## src/rtl/decode_stage.sv

```systemverilog
// decode_stage: circular instruction queue feeding a registered RV32/RV64 decoder.
// Optional feature: define DECODE_MULDIV_EN to decode M-extension ops in OP/OP-32;
// without it those encodings decode as illegal.
module decode_stage #(
  parameter int XLEN  = 64,
  parameter int DEPTH = 4
) (
  input  logic                    clk,
  input  logic                    reset_n,
  input  logic                    flush,
  input  logic                    in_valid,
  output logic                    in_ready,
  input  logic [31:0]             in_instr,
  input  logic [XLEN-1:0]         in_pc,
  output logic                    out_valid,
  input  logic                    out_ready,
  output logic [XLEN-1:0]         out_pc,
  output logic [4:0]              out_rd,
  output logic [4:0]              out_rs1,
  output logic [4:0]              out_rs2,
  output logic [XLEN-1:0]         out_imm,
  output logic [7:0]              out_alu_op,
  output logic [2:0]              out_class,
  output logic                    out_reg_write,
  output logic                    out_illegal,
  output logic [$clog2(DEPTH):0]  count
);

  localparam int PW = $clog2(DEPTH);
  localparam int CW = PW + 1;
  localparam logic RV64 = (XLEN == 64);

  localparam logic [6:0] OPC_OP     = 7'b0110011;
  localparam logic [6:0] OPC_OP32   = 7'b0111011;
  localparam logic [6:0] OPC_OPIMM  = 7'b0010011;
  localparam logic [6:0] OPC_OPIMM32 = 7'b0011011;
  localparam logic [6:0] OPC_LOAD   = 7'b0000011;
  localparam logic [6:0] OPC_STORE  = 7'b0100011;
  localparam logic [6:0] OPC_BRANCH = 7'b1100011;
  localparam logic [6:0] OPC_JAL    = 7'b1101111;
  localparam logic [6:0] OPC_JALR   = 7'b1100111;
  localparam logic [6:0] OPC_LUI    = 7'b0110111;
  localparam logic [6:0] OPC_AUIPC  = 7'b0010111;

  typedef struct packed {
    logic [4:0]      rd;
    logic [4:0]      rs1;
    logic [4:0]      rs2;
    logic [XLEN-1:0] imm;
    logic [7:0]      alu_op;
    logic [2:0]      cls;
    logic            reg_write;
    logic            illegal;
  } dec_t;

  // Pure combinational decode of one 32-bit instruction word.
  function automatic dec_t decode_instr(input logic [31:0] ins);
    dec_t        d;
    logic [6:0]  opc;
    logic [2:0]  f3;
    logic [6:0]  f7;
    logic [63:0] imm_s;
    logic [63:0] imm_i;
    logic [63:0] imm_st;
    logic [63:0] imm_b;
    logic [63:0] imm_u;
    logic [63:0] imm_j;
    logic [63:0] shamt;
    logic        ok;
    logic        is_word;
    logic        is_md;
    logic        alt;
    logic        rw;
    logic [2:0]  cls;
    logic [7:0]  alu;

    opc     = ins[6:0];
    f3      = ins[14:12];
    f7      = ins[31:25];
    imm_i   = {{52{ins[31]}}, ins[31:20]};
    imm_st  = {{52{ins[31]}}, ins[31:25], ins[11:7]};
    imm_b   = {{51{ins[31]}}, ins[31], ins[7], ins[30:25], ins[11:8], 1'b0};
    imm_u   = {{32{ins[31]}}, ins[31:12], 12'h000};
    imm_j   = {{43{ins[31]}}, ins[31], ins[19:12], ins[20], ins[30:21], 1'b0};
    ok      = 1'b0;
    is_word = 1'b0;
    is_md   = 1'b0;
    alt     = 1'b0;
    rw      = 1'b0;
    cls     = 3'd7;
    alu     = 8'h00;
    imm_s   = 64'd0;
    shamt   = 64'd0;

    case (opc)
      OPC_OP, OPC_OP32: begin
        is_word = (opc == OPC_OP32);
        cls     = 3'd0;
        rw      = 1'b1;
        if (f7 == 7'b0000000) begin
          ok = !is_word || (f3 == 3'b000) || (f3 == 3'b001) || (f3 == 3'b101);
        end else if (f7 == 7'b0100000) begin
          ok  = (f3 == 3'b000) || (f3 == 3'b101);
          alt = ins[30];
        end else if (f7 == 7'b0000001) begin
`ifdef DECODE_MULDIV_EN
          is_md = 1'b1;
          ok    = !is_word || (f3 == 3'b000) || f3[2];
`else
          ok = 1'b0;
`endif
        end else begin
          ok = 1'b0;
        end
        if (is_word && !RV64) begin
          ok = 1'b0;
        end else begin
          ok = ok;
        end
        alu = {1'b0, is_word, is_md, alt, 1'b0, f3};
      end
      OPC_OPIMM, OPC_OPIMM32: begin
        is_word = (opc == OPC_OPIMM32);
        cls     = 3'd1;
        rw      = 1'b1;
        imm_s   = imm_i;
        // Shift amount is 6 bits only for full-width RV64 shifts.
        if (RV64 && !is_word) begin
          shamt = {58'd0, ins[25:20]};
        end else begin
          shamt = {59'd0, ins[24:20]};
        end
        case (f3)
          3'b001: begin
            imm_s = shamt;
            if (is_word) begin
              ok = (f7 == 7'b0000000);
            end else begin
              ok = (ins[31:26] == 6'b000000) && (RV64 || !ins[25]);
            end
          end
          3'b101: begin
            imm_s = shamt;
            alt   = ins[30];
            if (is_word) begin
              ok = (f7 == 7'b0000000) || (f7 == 7'b0100000);
            end else begin
              ok = ((ins[31:26] == 6'b000000) || (ins[31:26] == 6'b010000)) && (RV64 || !ins[25]);
            end
          end
          default: ok = !is_word || (f3 == 3'b000);
        endcase
        if (is_word && !RV64) begin
          ok = 1'b0;
        end else begin
          ok = ok;
        end
        alu = {1'b0, is_word, 1'b0, alt, 1'b0, f3};
      end
      OPC_LOAD: begin
        cls   = 3'd2;
        rw    = 1'b1;
        imm_s = imm_i;
        case (f3)
          3'b000, 3'b001, 3'b010, 3'b100, 3'b101: ok = 1'b1;
          3'b011, 3'b110:                         ok = RV64;
          default:                                ok = 1'b0;
        endcase
      end
      OPC_STORE: begin
        cls   = 3'd3;
        imm_s = imm_st;
        ok    = (f3 <= 3'b010) || ((f3 == 3'b011) && RV64);
      end
      OPC_BRANCH: begin
        cls   = 3'd4;
        alu   = 8'h10;
        imm_s = imm_b;
        ok    = (f3[2:1] != 2'b01);
      end
      OPC_JAL: begin
        cls   = 3'd5;
        rw    = 1'b1;
        imm_s = imm_j;
        ok    = 1'b1;
      end
      OPC_JALR: begin
        cls   = 3'd5;
        rw    = 1'b1;
        imm_s = imm_i;
        ok    = (f3 == 3'b000);
      end
      OPC_LUI, OPC_AUIPC: begin
        cls   = 3'd6;
        rw    = 1'b1;
        imm_s = imm_u;
        ok    = 1'b1;
      end
      default: ok = 1'b0;
    endcase

    d.rd  = ins[11:7];
    d.rs1 = ins[19:15];
    d.rs2 = ins[24:20];
    if (ok) begin
      d.alu_op    = alu;
      d.cls       = cls;
      d.reg_write = rw && (ins[11:7] != 5'd0);
      d.illegal   = 1'b0;
      d.imm       = imm_s[XLEN-1:0];
    end else begin
      d.alu_op    = 8'hFF;
      d.cls       = 3'd7;
      d.reg_write = 1'b0;
      d.illegal   = 1'b1;
      d.imm       = '0;
    end
    return d;
  endfunction

  logic [XLEN+31:0] mem_r [DEPTH];
  logic [PW-1:0]    wr_ptr_r;
  logic [PW-1:0]    rd_ptr_r;
  logic [CW-1:0]    count_r;
  logic [CW-1:0]    count_next_s;
  logic             in_ready_r;
  logic             push_s;
  logic             load_s;
  dec_t             dec_s;
  logic [XLEN-1:0]  head_pc_s;

  logic             out_valid_r;
  logic [XLEN-1:0]  out_pc_r;
  dec_t             out_dec_r;

  // Handshake qualification and next occupancy; flush suppresses both sides.
  always_comb begin
    push_s       = 1'b0;
    load_s       = 1'b0;
    count_next_s = count_r;
    if (flush) begin
      count_next_s = '0;
    end else begin
      push_s       = in_valid && in_ready_r;
      load_s       = (count_r != '0) && (!out_valid_r || out_ready);
      count_next_s = count_r + CW'(push_s) - CW'(load_s);
    end
  end

  // Decode the queue head so the output register can load it directly.
  always_comb begin
    dec_s     = decode_instr(mem_r[rd_ptr_r][31:0]);
    head_pc_s = mem_r[rd_ptr_r][XLEN+31:32];
  end

  // Queue storage: raw {pc, instr} words written at the write pointer.
  always_ff @(posedge clk or negedge reset_n) begin
    if (!reset_n) begin
      for (int i = 0; i < DEPTH; i++) begin
        mem_r[i] <= '0;
      end
    end else if (push_s) begin
      mem_r[wr_ptr_r] <= {in_pc, in_instr};
    end
  end

  // Pointers, occupancy and the registered in_ready flag.
  always_ff @(posedge clk or negedge reset_n) begin
    if (!reset_n) begin
      wr_ptr_r   <= '0;
      rd_ptr_r   <= '0;
      count_r    <= '0;
      in_ready_r <= 1'b0;
    end else if (flush) begin
      wr_ptr_r   <= '0;
      rd_ptr_r   <= '0;
      count_r    <= '0;
      in_ready_r <= 1'b1;
    end else begin
      if (push_s) begin
        wr_ptr_r <= wr_ptr_r + PW'(1);
      end
      if (load_s) begin
        rd_ptr_r <= rd_ptr_r + PW'(1);
      end
      count_r    <= count_next_s;
      in_ready_r <= (count_next_s < CW'(DEPTH));
    end
  end

  // Decode output register; holds its contents while stalled by out_ready.
  always_ff @(posedge clk or negedge reset_n) begin
    if (!reset_n) begin
      out_valid_r <= 1'b0;
      out_pc_r    <= '0;
      out_dec_r   <= '{rd: 5'd0, rs1: 5'd0, rs2: 5'd0, imm: '0, alu_op: 8'hFF,
                       cls: 3'd0, reg_write: 1'b0, illegal: 1'b0};
    end else if (flush) begin
      out_valid_r <= 1'b0;
    end else if (load_s) begin
      out_valid_r <= 1'b1;
      out_pc_r    <= head_pc_s;
      out_dec_r   <= dec_s;
    end else if (out_ready) begin
      out_valid_r <= 1'b0;
    end
  end

  assign in_ready      = in_ready_r;
  assign count         = count_r;
  assign out_valid     = out_valid_r;
  assign out_pc        = out_pc_r;
  assign out_rd        = out_dec_r.rd;
  assign out_rs1       = out_dec_r.rs1;
  assign out_rs2       = out_dec_r.rs2;
  assign out_imm       = out_dec_r.imm;
  assign out_alu_op    = out_dec_r.alu_op;
  assign out_class     = out_dec_r.cls;
  assign out_reg_write = out_dec_r.reg_write;
  assign out_illegal   = out_dec_r.illegal;

endmodule

```

## config.mk

```make
export PLATFORM = sky130hd
export DESIGN_NAME = decode_stage
export DESIGN_NICKNAME = d
export VERILOG_FILES = /design/src/rtl/decode_stage.sv
export SDC_FILE = /design/constraint.sdc
export NUM_CORES = 1
export LEC_CHECK = 0
export CAP_MARGIN = 5
export CELL_PAD_IN_SITES_DETAIL_PLACEMENT = 0
export CELL_PAD_IN_SITES_GLOBAL_PLACEMENT = 1
export CORE_MARGIN = 2
export CORE_UTILIZATION = 50
export CTS_CLUSTER_SIZE = 12
export DETAILED_ROUTE_END_ITERATION = 10
export HOLD_SLACK_MARGIN = 0.15
export PLACE_DENSITY_LB_ADDON = 0.1
export SYNTH_ARGS = -nofsm -noshare
export SYNTH_HDL_FRONTEND = slang
export SYNTH_SLANG_ARGS = --single-unit
```

## constraint.sdc

```tcl
create_clock -name clk -period 7.92 [get_ports clk]
set_input_delay 1.98 -clock clk [delete_from_list [all_inputs] [get_ports clk]]
set_output_delay 1.98 -clock clk [all_outputs]
set_load 0.005 [all_outputs]
```

== Word-level counts from Yosys, hierarchy flattened ==
Index checks and enable logic that the tools add are counted.

* Output and inout port bits: 161
* Bits in registers: 549
* Word-level logic and storage cells: 119
* Input port bits: 101

* Order comparisons: 5
* Add/subtract/negate cells: 4
* Reductions and logical operators: 34
* Bitwise operators: 3
* Multiplexer cells: 35
* Eq/ne operators: 20

{| class="wikitable"
|+ Operators with widths
! operator !! count
|-
| 384-bit bitwise mux || 1
|-
| 64-bit one-hot mux with 6 select lines || 1
|-
| 96-bit 2-to-1 mux || 3
|-
| 96-bit binary-select mux with 2-bit select || 1
|-
| 96-bit demux with 2-bit select || 1
|-
| 77-bit 2-to-1 mux || 1
|-
| 64-bit 2-to-1 mux || 1
|-
| 7-bit by 6-bit == test with 1-bit output (second input constant) || 5
|-
| 7-bit by 5-bit == test with 1-bit output (second input constant) || 3
|-
| 7-bit == test (second input constant) || 3
|-
| 3-bit one-hot mux with 7 select lines || 1
|-
| 7-bit one-hot mux with 3 select lines || 1
|-
| 1-bit 2-to-1 mux || 15
|-
| 2-bit OR reduction || 6
|-
| 3-bit == test (second input constant) || 3
|-
| 1-bit logical OR || 9
|-
| 9-bit OR reduction || 1
|-
| 2-bit 2-to-1 mux || 4
|-
| 7-bit by 2-bit == test with 1-bit output (second input constant) || 1
|-
| 7-bit zero test || 1
|-
| 1-bit one-hot mux with 7 select lines || 1
|-
| 7-bit OR reduction || 1
|-
| 3-bit by 2-bit == test with 1-bit output (second input constant) || 2
|-
| 6-bit by 5-bit == test with 1-bit output (second input constant) || 1
|-
| 23 further kinds || 34
|}

== Longest topological paths before layout ==
Gate-level depths: netlist of the first run.

* Depth in word-level cells: 12
* Mapped depth: 10
* Mapped depth without buffers: 10

== Worst setup path after synthesis of the first run ==
No wires, ideal clock.

* Path kind: input-to-reg
* Start: input out_ready
* End: register in_ready_r (netlist: in_ready)
* Path slack: 4309 ps
* Path buffers: 0
* Data arrival time: 3483 ps
* Library setup time: 128 ps
* Stages: 9
* Data required time: 7792 ps
* Cell sequence: inv_1 a21oi_1 ha_1 inv_1 ha_1 fa_1 xnor2_1 xnor2_1 nand2b_1

* Word-level cells in the longest chain between the ends: 6

{| class="wikitable"
|+ RTL lines
! element !! line !! source
|-
| start: declaration || 16 || <nowiki>input logic out_ready,</nowiki>
|-
| 1-bit logical OR || 245 || <nowiki>load_s = (count_r != '0) && (!out_valid_r || out_ready);</nowiki>
|-
| 1-bit logical AND || 245 ||
|-
| 3-bit by 1-bit subtractor with 3-bit output || 246 || <nowiki>count_next_s = count_r + CW'(push_s) - CW'(load_s);</nowiki>
|-
| 3-bit 2-to-1 mux || 241 || <nowiki>if (flush) begin</nowiki>
|-
| 3-bit < comparator || 287 || <nowiki>in_ready_r <= (count_next_s < CW'(DEPTH));</nowiki>
|-
| 1-bit 2-to-1 mux || 274 || <nowiki>end else if (flush) begin</nowiki>
|-
| end signal: assignment || 287 ||
|-
| end: declaration || 226 || <nowiki>logic in_ready_r;</nowiki>
|}

Every way passes these cells.
A chain may end at the register's enable or synchronous reset.

== Final worst setup path of the first run ==
* Start: input flush
* End: register mem_r[6] (netlist name)

* Word-level cells in the longest chain between the ends: 1

{| class="wikitable"
|+ RTL lines
! element !! line !! source
|-
| start: declaration || 10 || <nowiki>input logic flush,</nowiki>
|-
| 1-bit 2-to-1 mux || 241 ||
|-
| end signal: indexed assignment || 263 || <nowiki>mem_r[wr_ptr_r] <= {in_pc, in_instr};</nowiki>
|-
| end: declaration || 221 || <nowiki>logic [XLEN+31:0] mem_r [DEPTH];</nowiki>
|}

Every way passes these cells.

==> results of run 1 <==
## layout by cell type (no fill, tap or decap), drive strengths merged, types with 9 or more instances in the layout
cell and count:
dfrtp 509, mux2 387, nand2 295, clkdlybuf4s50 260
mux4 95, clkbuf 86, o31ai 27, buf 21
a22oi 15, a21oi 12, inv 11, nor2 9
## area by class of cell
class / count / area [sq um]
antenna: 1 / 2.50
clock buffer: 86 / 1650
clock inverter: 13 / 161
fill: 3431 / 17000
inverter: 9 / 33.8
multi-input combinational: 935 / 8980
sequential: 515 / 12900
tap: 592 / 741
timing repair buffer: 281 / 2790
## cell usage after synthesis (all sizes together) (2+ instances only)
| cell | n |
|---|---|
| dfrtp | 509 |
| o41ai | 2 |
| inv | 9 |
| a21oi | 12 |
| nand2 | 295 |
| buf | 82 |
| nand2b | 3 |
| nor4b | 3 |
| nor4 | 3 |
| xnor2 | 4 |
| mux4 | 95 |
| clkbuf | 51 |
| mux2 | 387 |
| or2 | 3 |
| a2111oi | 4 |
| nor3 | 3 |
| o31ai | 27 |
| nor2 | 9 |
| o21ai | 8 |
| o32a | 2 |
| a211oi | 2 |
| a22oi | 15 |
| or3 | 3 |
| o21bai | 2 |
| a31oi | 2 |
| ha | 6 |
| nor2b | 7 |
| o22a | 8 |
| nand3 | 8 |
| nand4 | 5 |
| or4 | 2 |
| dfstp | 6 |
| o211ai | 2 |
## logic make-up (layout without fill, tap and decap cells)
kind of cell,Yosys count,in the layout
compound gates,93,93
xor+xnor,5,5
fa+ha+maj,7,7
buf+inv,142,389
flops,515,515
mux,482,482
other cells,0,1
simple gates,348,348
## flip-flops by register name, summed over array words and instances (netlist names)
signal / count
out_alu_op: 6
wr_ptr_r: 2
out_reg_write: 1
mem_r: 384
out_illegal: 1
in_ready: 1
out_rd: 5
count: 3
out_class: 3
out_valid: 1
rd_ptr_r: 2
out_rs2: 5
out_pc: 64
out_imm: 32
out_rs1: 5
## tightest hold or removal path, stage by stage (launching register included)
cell and delay [ps]:
dfrtp_1 340, nand2_1 50, nand2_1 50
## metrics by stage
step,cells,worst slack (ps)
finish,2432,3400
CTS,2431,3410
floorplan,1592,4310
detailed placement,2332,2780
global route,2431,3260
global placement,2332,2810
## metal layers
metal  track usage  part of all wire  vias up
li1              -                 -     6079
met1         0.316              0.45     7103
met2         0.352              0.47      264
met3        0.0512             0.052       97
met4        0.0559             0.022       14
met5             0            0.0019        -
## worst max-delay path by stage
stage / from / slack [ps] / endpoint / depth (start not counted)
floorplan: out_ready / 4310 / in_ready / 9
global placement: flush / 2810 / mem_r[12] / 5
detailed placement: flush / 2780 / mem_r[6] / 5
CTS: flush / 3410 / mem_r[6] / 5
global route: flush / 3260 / mem_r[6] / 5
finish: flush / 3400 / mem_r[6] / 5
## power groups by stage
| stage | sequential [mW] | clock, mW | combinational (mW) |
|---|---|---|---|
| 2_1_floorplan | 4.12 | 0 | 2.43 |
| 3_3_place_gp | 4.29 | 0 | 3.40 |
| 3_5_place_dp | 4.34 | 0 | 3.47 |
| 4_1_cts | 4.31 | 2.63 | 3.49 |
| 5_1_grt | 4.44 | 2.73 | 3.75 |
| 6_report | 4.30 | 2.56 | 3.44 |
==> results.cfg, run 1 <==
[clocking]
post_cts_resized = 0
clock_path_buffers = 3
cts_max_level = 2
clkTransAtPathRegs_ps = 60
root_buffer = clkbuf_16
cts_made_buffers = 55
cts_sinks = 515
cts_tree = built
cts-hold-fix-buffers = 0
cts_setup_buffers = 0
insertion_delay_ps = 600

[global_route]
grt.overflow.total = 0
grt_pass1_vias = 14300
grt_max_degree = 178
grt_usage = 0.223
grt_pass1_wl_um = 82000
grt_antenna_before_repair = 7

[layout]
final_util = 0.615
drive_above_1_share = 0.349
syn_to_final_growth_pct = 21.0
finalInstanceArea_sq_um = 27300
final_nets = 1905

[setup_path]
cp_max_fo = 61
worstPathArrival_ps = 5000
cpLargestDelayFamily = simple AND/OR/NAND/NOR gates
cp-start-kind = primary input
cp_num_buf_inv = 2
slowest_delay_ps = 690
end_kind = flip-flop
reg2reg_setup_slack_ps = 3760
regToRegEndpoint = out_imm[0]
reg2reg_depth = 8
cp_cell_sequence = clkdlybuf4s50_1 > nor2_1 > nand2_4 > buf_4 > mux2_2
worst_ep_required_time_ps = 8400
reg2reg_from = rd_ptr_r[0]
worstSetupPathType = in -> reg
crit_slowest_cell = nand2_4

[power_and_ir_drop]
switching_share = 0.303
power.share.combinational = 0.334
ir_drop_v = 0.000242
powerDensity_nw_per_um2 = 378
leakagePower_nw = 12.1
pwr-share-seq = 0.418
p_sw_mw = 3.12
clkPwrFrac = 0.248
power.total_mw = 10.3
intPower_mw = 7.17

[logic_synthesis]
synthAdderAreaFrac = 0.00422
ys_async_sr_fraction = 1.00
yosys_warnings = 0
synth_area_leader_cell = dfrtp_1
synthFlopType = dfrtp_1
ys_seq_elements = 515
synth-simple-area-share = 0.0643
synth_edf_count = 0
syn_inst = 1592
syn_avg_cell_area_sq_um = 14.2
synth-compound-area-share = 0.0373
synth_top_family_by_area = multiplexers
synth-xor-area-share = 0.00194
yosysTopAreaCellShare = 0.565
netlist_area_sq_um = 22500
synth_cell_types = 57
synthMuxAreaShare = 0.288
synth.top_cells.by_area = dfrtp_1 57%, mux2_2 19%, mux4_2 9.5%
ys_seq_area_frac = 0.572
syn-num-nets = 1700

[sta]
maxSlewHeadroom = 0.305
drv_slew = 0
finalCriticalPeriod_ps = 4520
hold_viol = 0
worstMarginPinSlew_ps = 1040
setup_violations = 0
fin_skew_ps = 22.5
timing.fmax_ghz = 0.221
worst_hold_slack_ps = 469
fin_crit_sh = 0.571
finalSetupTns_ps = 0
rsz0062_at_grt = false

[placement]
io_buffers = 261
gp_congestion = 0.811
hpwl_um = 31100
placed_area_sq_um = 25500

[floorplan]
core_area_sq_um = 44300
die_width_um = 216
start_util = 0.509
dieArea_sq_um = 46800
ios = 262
row_count = 77
die_y_um = 216

[detailed_routing]
postRouteAntennaNets = 0
vias = 13600
wirelength_um = 51100
drcViolationCount = 0
drt-vias-per-instance = 5.57
wl_per_cell_um = 21.0
first_pass_iters = 5
drt_iter0_markers = 884

[run_status]
status = completed

[min_path]
min-delay-start = out_pc[9]
whs_endpoint = out_pc[9]
hold_path_depth = 2
hold_class = reg -> reg

[job]
drv_cap = 0
Note: power is estimated with default switching activity, not from simulation.
==> run 2, diff against run 1 <==
- CORE_UTILIZATION: 50 -> 42
- clock period: 7.92 -> 3.7 ns (I/O delays scaled with it)
==> results.cfg, run 2 (synthesized netlist as in run 1, its figures left out) <==
[run_status]
status = completed

[clocking]
root_buffer = clkbuf_16
clock_path_buffers = 3
cts_setup_buffers = 0
insertion_delay_ps = 600
clkTransAtPathRegs_ps = 60
post_cts_resized = 0
cts_max_level = 2
cts_sinks = 515
cts-hold-fix-buffers = 0
cts_tree = built
cts_made_buffers = 56

[global_route]
grt.overflow.total = 0
grt_antenna_before_repair = 6
grt_max_degree = 86
grt_pass1_wl_um = 86300
grt_pass1_vias = 14500
grt_usage = 0.199

[power_and_ir_drop]
ir_drop_v = 0.000392
power.total_mw = 22.3
powerDensity_nw_per_um2 = 802
leakagePower_nw = 12.4

[floorplan]
start_util = 0.427
ios = 262
die_width_um = 236
core_area_sq_um = 52800
die_y_um = 236
dieArea_sq_um = 55500
row_count = 84

[setup_path]
reg2reg_depth = 7
worst_ep_required_time_ps = 4200
reg2reg_setup_slack_ps = 370
regToRegEndpoint = out_imm[16]
worstPathArrival_ps = 3820
worstSetupPathType = reg -> reg
cp-start-kind = flip-flop
cp_max_fo = 25
end_kind = flip-flop
reg2reg_from = rd_ptr_r[0]

[sta]
fin_skew_ps = 15.1
worstMarginPinSlew_ps = 1010
finalSetupTns_ps = 0
maxSlewHeadroom = 0.327
fin_crit_sh = 0.899
setup_violations = 0
hold_viol = 0
drv_slew = 0
timing.fmax_ghz = 0.301
finalCriticalPeriod_ps = 3330
rsz0062_at_grt = false

[layout]
final_util = 0.526
seq_area_sq_um = 12900
layout.cells.non_filler = 2562
fill_cells = 4528
syn_to_final_growth_pct = 23.2
final_common_cell = dfrtp_1
regMostFlops = mem_r
final_nets = 1937
multi_input_area_sq_um = 8980
drive_above_1_share = 0.361
final_cell_mix = 507 x dfrtp_1, 386 x mux2_2, 290 x nand2_1, 260 x clkdlybuf4s50_1, 95 x mux4_2
largest_reg_flops = 384

[detailed_routing]
postRouteAntennaNets = 0
vias = 13700
wirelength_um = 54100
drt-vias-per-instance = 5.34
first_pass_iters = 5
wl_per_cell_um = 21.1
drt_iter0_markers = 654
drcViolationCount = 0

[min_path]
hold_class = in -> async

[placement]
dp.cells = 2459
io_buffers = 261
gp_congestion = 0.869
hpwl_um = 34200

[job]
drv_cap = 0
-- run 2: cell count changes in the layout (fill, tap and decap cells not counted) --
cell,change
bufinv_16,-1
inv_16,-1
clkbuf_16,+2
nor4b_4,-1
clkinvlp_4,-1
clkbuf_8,+2
diode_2,+1
buf_12,+11
buf_4,+20
clkbuf_1,-1
nor4b_2,+1
clkinv_2,+3
inv_6,-1
-- run 2: how the worst max path moves through the flow --
stage	start	to	slack, ps	cells past startpoint
after floorplan	rd_ptr_r[0]	out_alu_op[5]	910	10
after global placement	rd_ptr_r[0]	out_alu_op[5]	380	7
after detailed placement	rd_ptr_r[0]	out_imm[20]	400	7
after CTS	rd_ptr_r[0]	out_imm[16]	370	7
after global routing	rd_ptr_r[0]	out_imm[23]	180	7
final	rd_ptr_r[0]	out_imm[16]	370	7
-- run 2: worst max-delay path, stage by stage, from the launching register on --
cell and delay [ps]:
dfrtp_4 640, mux4_2 680, or3_1 390, a2111oi_0 400, a211oi_1 110, and4_2 470, buf_12 260, o31ai_2 250
-- run 2: through the flow --
stage / hold slack (ps) / cell area [sq um] / worst slack [ps]
6_report: 336 / 27800 / 374
5_1_grt: 377 / 27800 / 177
4_1_cts: 361 / 27800 / 371
3_5_place_dp: 462 / 25900 / 396
3_3_place_gp: 459 / 25900 / 384
2_1_floorplan: 470 / 22500 / 907
-- run 2: power by group --
part | total (mW) | switching [mW] | internal, mW
logic | 7.61 | 3.35 | 4.26
registers | 9.14 | 1.19 | 7.95
clock network | 5.52 | 2.21 | 3.31
total | 22.3 | 6.76 | 15.5
-- run 2: final cells by class --
type	count	area share
diodes	2	0.000180
clock buffers	89	0.0622
clock inverters	12	0.00396
inverters	9	0.00122
multi-input cells	935	0.323
flip-flops and latches	515	0.464
well taps	688	0.0310
repair buffers	312	0.114
-- run 2: per-layer routing --
layer	track usage	vias up	part of all wire	wire [um]
met2	0.330	318	0.49	26500
li1	-	6125	-	-
met1	0.265	7164	0.44	23800
met5	0	-	0.00094	51
met3	0.0423	75	0.051	2730
met4	0.0531	8	0.019	1030
==> run 3, diff against run 2 <==
- SLEW_MARGIN: not set -> 0
==> results of run 3 <==
Final layout, timing and power as in run 2 (identical DEF).
